$ cat src/rtl/i2s_receiver.sv
// I2S ADC deserialiser: synchronises the codec serial lines into CLK and
// delivers sign-extended left/right sample pairs with a one-cycle strobe.
module i2s_receiver #(
    parameter int DATA_WIDTH  = 32,
    parameter int SAMPLE_BITS = 24
) (
    input  logic                  CLK,
    input  logic                  rst,
    input  logic                  bclk,
    input  logic                  lrclk,
    input  logic                  sdata,
    output logic [DATA_WIDTH-1:0] left_sample,
    output logic [DATA_WIDTH-1:0] right_sample,
    output logic                  audio_ready,
    output logic                  frame_err
);

    localparam int CNT_W = $clog2(SAMPLE_BITS + 1);

    typedef enum logic [1:0] {
        HUNT  = 2'd0,
        SHIFT = 2'd1,
        PAD   = 2'd2
    } state_t;

    state_t state, state_next;

    logic bclk_s1, bclk_s2, bclk_s3;
    logic lr_s1, lr_s2;
    logic sd_s1, sd_s2;
    logic rise, lr_now, sd_now, lr_prev, lr_edge;

    logic [SAMPLE_BITS-2:0] shreg;
    logic [SAMPLE_BITS-1:0] word;
    logic [SAMPLE_BITS-1:0] hold;
    logic [CNT_W-1:0]       count;
    logic                   chan;
    logic                   left_valid;

    logic start_word, shift_en, word_done, err;

    always_ff @(posedge CLK or negedge rst) begin
        if (!rst) begin
            bclk_s1 <= 1'b0;
            bclk_s2 <= 1'b0;
            bclk_s3 <= 1'b0;
            lr_s1   <= 1'b0;
            lr_s2   <= 1'b0;
            sd_s1   <= 1'b0;
            sd_s2   <= 1'b0;
        end else begin
            bclk_s1 <= bclk;
            bclk_s2 <= bclk_s1;
            bclk_s3 <= bclk_s2;
            lr_s1   <= lrclk;
            lr_s2   <= lr_s1;
            sd_s1   <= sdata;
            sd_s2   <= sd_s1;
        end
    end

    assign rise    = bclk_s2 & ~bclk_s3;
    assign lr_now  = lr_s2;
    assign sd_now  = sd_s2;
    assign lr_edge = lr_now ^ lr_prev;

    // The final bit joins the word combinationally so the output load lands on
    // the same edge that sees the LSB rise.
    assign word = {shreg, sd_now};

    always_ff @(posedge CLK or negedge rst) begin
        if (!rst) begin
            state <= HUNT;
        end else begin
            state <= state_next;
        end
    end

    always_comb begin
        state_next = state;
        start_word = 1'b0;
        shift_en   = 1'b0;
        word_done  = 1'b0;
        err        = 1'b0;
        if (rise) begin
            case (state)
                HUNT: begin
                    if (lr_prev && !lr_now) begin
                        state_next = SHIFT;
                        start_word = 1'b1;
                    end
                end
                SHIFT: begin
                    // A channel change before the word is full is a truncation;
                    // that rise doubles as the delay slot of the new channel.
                    if (lr_edge) begin
                        err        = 1'b1;
                        start_word = 1'b1;
                    end else begin
                        shift_en = 1'b1;
                        if (count == CNT_W'(SAMPLE_BITS - 1)) begin
                            word_done  = 1'b1;
                            state_next = PAD;
                        end
                    end
                end
                PAD: begin
                    if (lr_edge) begin
                        state_next = SHIFT;
                        start_word = 1'b1;
                    end
                end
                default: state_next = HUNT;
            endcase
        end
    end

    always_ff @(posedge CLK or negedge rst) begin
        if (!rst) begin
            lr_prev      <= 1'b0;
            shreg        <= '0;
            hold         <= '0;
            count        <= '0;
            chan         <= 1'b0;
            left_valid   <= 1'b0;
            left_sample  <= '0;
            right_sample <= '0;
            audio_ready  <= 1'b0;
            frame_err    <= 1'b0;
        end else begin
            audio_ready <= 1'b0;
            frame_err   <= err;
            if (rise) begin
                lr_prev <= lr_now;
            end
            if (start_word) begin
                count <= '0;
                chan  <= lr_now;
            end
            if (shift_en) begin
                shreg <= word[SAMPLE_BITS-2:0];
                count <= count + CNT_W'(1);
            end
            if (err) begin
                left_valid <= 1'b0;
            end
            if (word_done) begin
                if (!chan) begin
                    hold       <= word;
                    left_valid <= 1'b1;
                end else begin
                    if (left_valid) begin
                        left_sample  <= DATA_WIDTH'($signed(hold));
                        right_sample <= DATA_WIDTH'($signed(word));
                        audio_ready  <= 1'b1;
                    end
                    left_valid <= 1'b0;
                end
            end
        end
    end

endmodule

$ cat config.mk
export PLATFORM = sky130hd
export DESIGN_NAME = i2s_receiver
export DESIGN_NICKNAME = d
export VERILOG_FILES = /design/src/rtl/i2s_receiver.sv
export SDC_FILE = /design/constraint.sdc
export NUM_CORES = 1
export LEC_CHECK = 0
export ABC_CLOCK_PERIOD_IN_PS = 2200
export BUFFER_PORTS_ARGS = -buffer_cell sky130_fd_sc_hd__buf_2
export CAP_MARGIN = 0
export CORE_MARGIN = 4
export CORE_UTILIZATION = 45
export CTS_CLUSTER_DIAMETER = 150
export DETAILED_ROUTE_END_ITERATION = 12
export PLACE_DENSITY = 0.66
export SLEW_MARGIN = 0
export SYNTH_ARGS = -nofsm -noshare
export SYNTH_HDL_FRONTEND = slang
export SYNTH_SLANG_ARGS = --single-unit
$ cat constraint.sdc
create_clock -name CLK -period 2.2 [get_ports CLK]
set_input_delay 0 -clock CLK [delete_from_list [all_inputs] [get_ports CLK]]
set_output_delay 0 -clock CLK [all_outputs]
set_load 0.1 [all_outputs]
==> qor.csv <==
stage;metric;value;unit
setup_path;path_max_fanout;39;
finish;layout.cells.non_filler;555;
timing;slew_headroom;60.51;%
timing;worst_slew_pin_slew;592.3;ps
grt;grt_pass1_vias;2718;
detailed_routing;dr.pass1.iters;4;
finish;area_growth;22.48;%
timing;fin_crit_sh;93.48;%
hold_path;holdCritPathClass;in2async;
power_and_ir_drop;p_leak;3.091;nW
synth;asyncSetResetFlopFracSynth;100.0;%
detailed_routing;viasPerCell;4.780;
finish;n_fill_cell;818;
timing;fin_setup_tns;0;ps
synth;syn_avg_cell_area;13.44;um2
timing;skew;7.218;ps
detailed_routing;ant_nets;0;
clocking;clk_path_buf_depth;2;
synth;synth-seq-area-share;62.97;%
synth;synth_common_cells;114 x dfrtp_1, 77 x nand2_1, 64 x mux2_2, 19 x buf_4, 11 x mux2_1;
synth;synth_edf_count;0;
synth;synth_area;4531;um2
synth;ys_seq_elements;114;
floorplan;die_area;11740;um2
floorplan;fp.dieW;108.3;um
detailed_routing;wl_met2;3720;um
synth;yosys_warnings;0;
detailed_routing;wl_met1;3546;um
clocking;htreeDepth;4;
detailed_routing;wl_met3;459;um
placed_design;dp_slack;143.4;ps
grt;grt_overflow;0;
timing;drv_slew;0;
grt;track_usage;14.71;%
detailed_routing;dr_total_vias;2653;
synth;syn_inst;337;
clocking;clockRootBuffer;clkbuf_8;
synth;yosysTopAreaCell;dfrtp_1;
synth;synth_cell_type_count;31;
grt;grt_pass1_wl;13340;um
power_and_ir_drop;vdd_drop_max;0.6187;mV
timing;max_freq;0.4862;GHz
floorplan;start_util;46.35;%
detailed_routing;drt_iter0_markers;79;
synth;synth_nets;349;
setup_path;endpoint_kind;flop;
power_and_ir_drop;power_density;921.8;nW/um2
setup_path;cp_data_required_time;2580;ps
synth;ys_top_cells_by_area;dfrtp_1 63%, mux2_2 16%, nand2_1 6.4%;
detailed_routing;wl;7786;um
clocking;cts_sinks;114;
placed_design;place.gp.congestion;0.7040;
finish;antennaDiodeCount;0;
detailed_routing;wire_per_inst;14.03;um
finish;nets;421;
flow_run;maxCapViolCount;0;
clocking;clkTransAtPathRegs;50;ps
grt;grt_max_degree;115;
finish;drive_above_1_share;42.18;%
power_and_ir_drop;total_power;0.005115;W
timing;hold_slack;122.8;ps
timing;rsz0062_at_grt;false;
status;status;complete, no violations;
synth;synth-main-ff-cell;dfrtp_1;
placed_design;dp_hpwl;5040;um
synth;yosysMostFrequentCell;dfrtp_1;
timing;finalSetupViolations;0;
detailed_routing;drc;0;
setup_path;start_kind;flop;
grt;antenna_found_initial;0;
floorplan;die_height;108.3;um
timing;hold_viol_final;0;
setup_path;path_class;reg2reg;
clocking;cts_buffers;17;
detailed_routing;routed.top_layer;met4;
clocking;clkLatencyLatePin;500;ps
setup_path;arrival;2430;ps
placed_design;port_buffers;70;
clocking;cts_tree;done;
floorplan;rows;36;
synth;synth_top_area_share;62.97;%
floorplan;fp.coreArea;9774;um2
floorplan;ios;71;
placed_design;dp.cells;519;
timing;period_minus_slack;2057;ps
clocking;cts_setup_buffers;0;
timing;setup_ws;143.4;ps
routing by layer:
metal  up-vias  global-route usage (%)
met5         -                       0
met4         0                   4.869
met3         4                   5.254
met2        65                   22.74
met1      1324                   19.45
li1       1260                       -
registers in the layout, summed over array words and instances, names as in the netlist, 2 cells and up:
name          flops
hold             24
right_sample     24
state             2
left_sample      24
shreg            23
count             5
kinds of logic (layout without fill, tap and decap cells):
logic type	count (synthesis)	count (layout)	share of synthesized area [%]
AOI/OAI and AO/OA	9	9	1.519
adders and majority gates	7	7	1.933
buffers and inverters	33	118	4.640
DFF	114	114	62.97
muxes	79	79	19.53
and+or+nand+nor	95	95	9.418
power breakdown:
group	switching, W	internal [W]
registers	0.0000970	0.00219
logic	0.000219	0.000146
clock network	0.000887	0.00158
what timing repair did:
action                                 4_1_cts  5_1_grt
endpoints found under the hold margin      117        0
resized for setup                            0        1
setup endpoints to repair                    0       18
hold buffers                                 4        0
worst max-delay path, stage by stage (launching register included):
cell      delay (ps)
dfrtp_1          350
inv_1             50
ha_1             410
nand4b_4         190
nor3_4           280
buf_12           260
mux2_2           370
through the flow:
step	cell area, um2	util [%]
finish	5549	56.77
global route	5549	56.77
CTS	5547	56.75
detailed placement	4959	50.73
global placement	4959	50.73
floorplan	4531	-
final timing paths:
| kind | startpoint | endpoint | slack (ps) | cells past startpoint |
|---|---|---|---|---|
| setup / recovery | lr_now$_DFF_PN0_ | left_sample[12]$_DFFE_PN0P_ | 140 | 6 |
| hold / removal | rst | left_sample[22]$_DFFE_PN0P_ | 120 | 3 |
| setup reg to reg | lr_now$_DFF_PN0_ | left_sample[12]$_DFFE_PN0P_ | 140 | 6 |
| hold reg to reg | sd_s1$_DFF_PN0_ | sd_now$_DFF_PN0_ | 350 | 0 |
| max in group asynchronous | rst | lr_now$_DFF_PN0_ | 1620 | 3 |
| min in group CLK | sdata | sd_s1$_DFF_PN0_ | 140 | 2 |
cells in the final DEF (no fill, tap or decap), types with 5 or more instances in the layout:
cell	instances
mux2_2	64
dfrtp_1	114
ha_1	6
mux2_1	11
buf_2	69
buf_4	6
clkbuf_16	16
nor2_1	5
nand2_1	77
layout make-up:
| cell class | instances | area, um2 | share of cell area, % |
|---|---|---|---|
| clock inverters | 9 | 81.33 | 1.466 |
| inverters | 4 | 15.01 | 0.2706 |
| well taps | 133 | 166.4 | 2.999 |
| repair buffers | 82 | 490.5 | 8.839 |
| multi-input cells | 190 | 1476 | 26.61 |
| flip-flops and latches | 114 | 2853 | 51.41 |
| clock buffers | 23 | 466.7 | 8.410 |
Power figures use the tool's default switching activity.
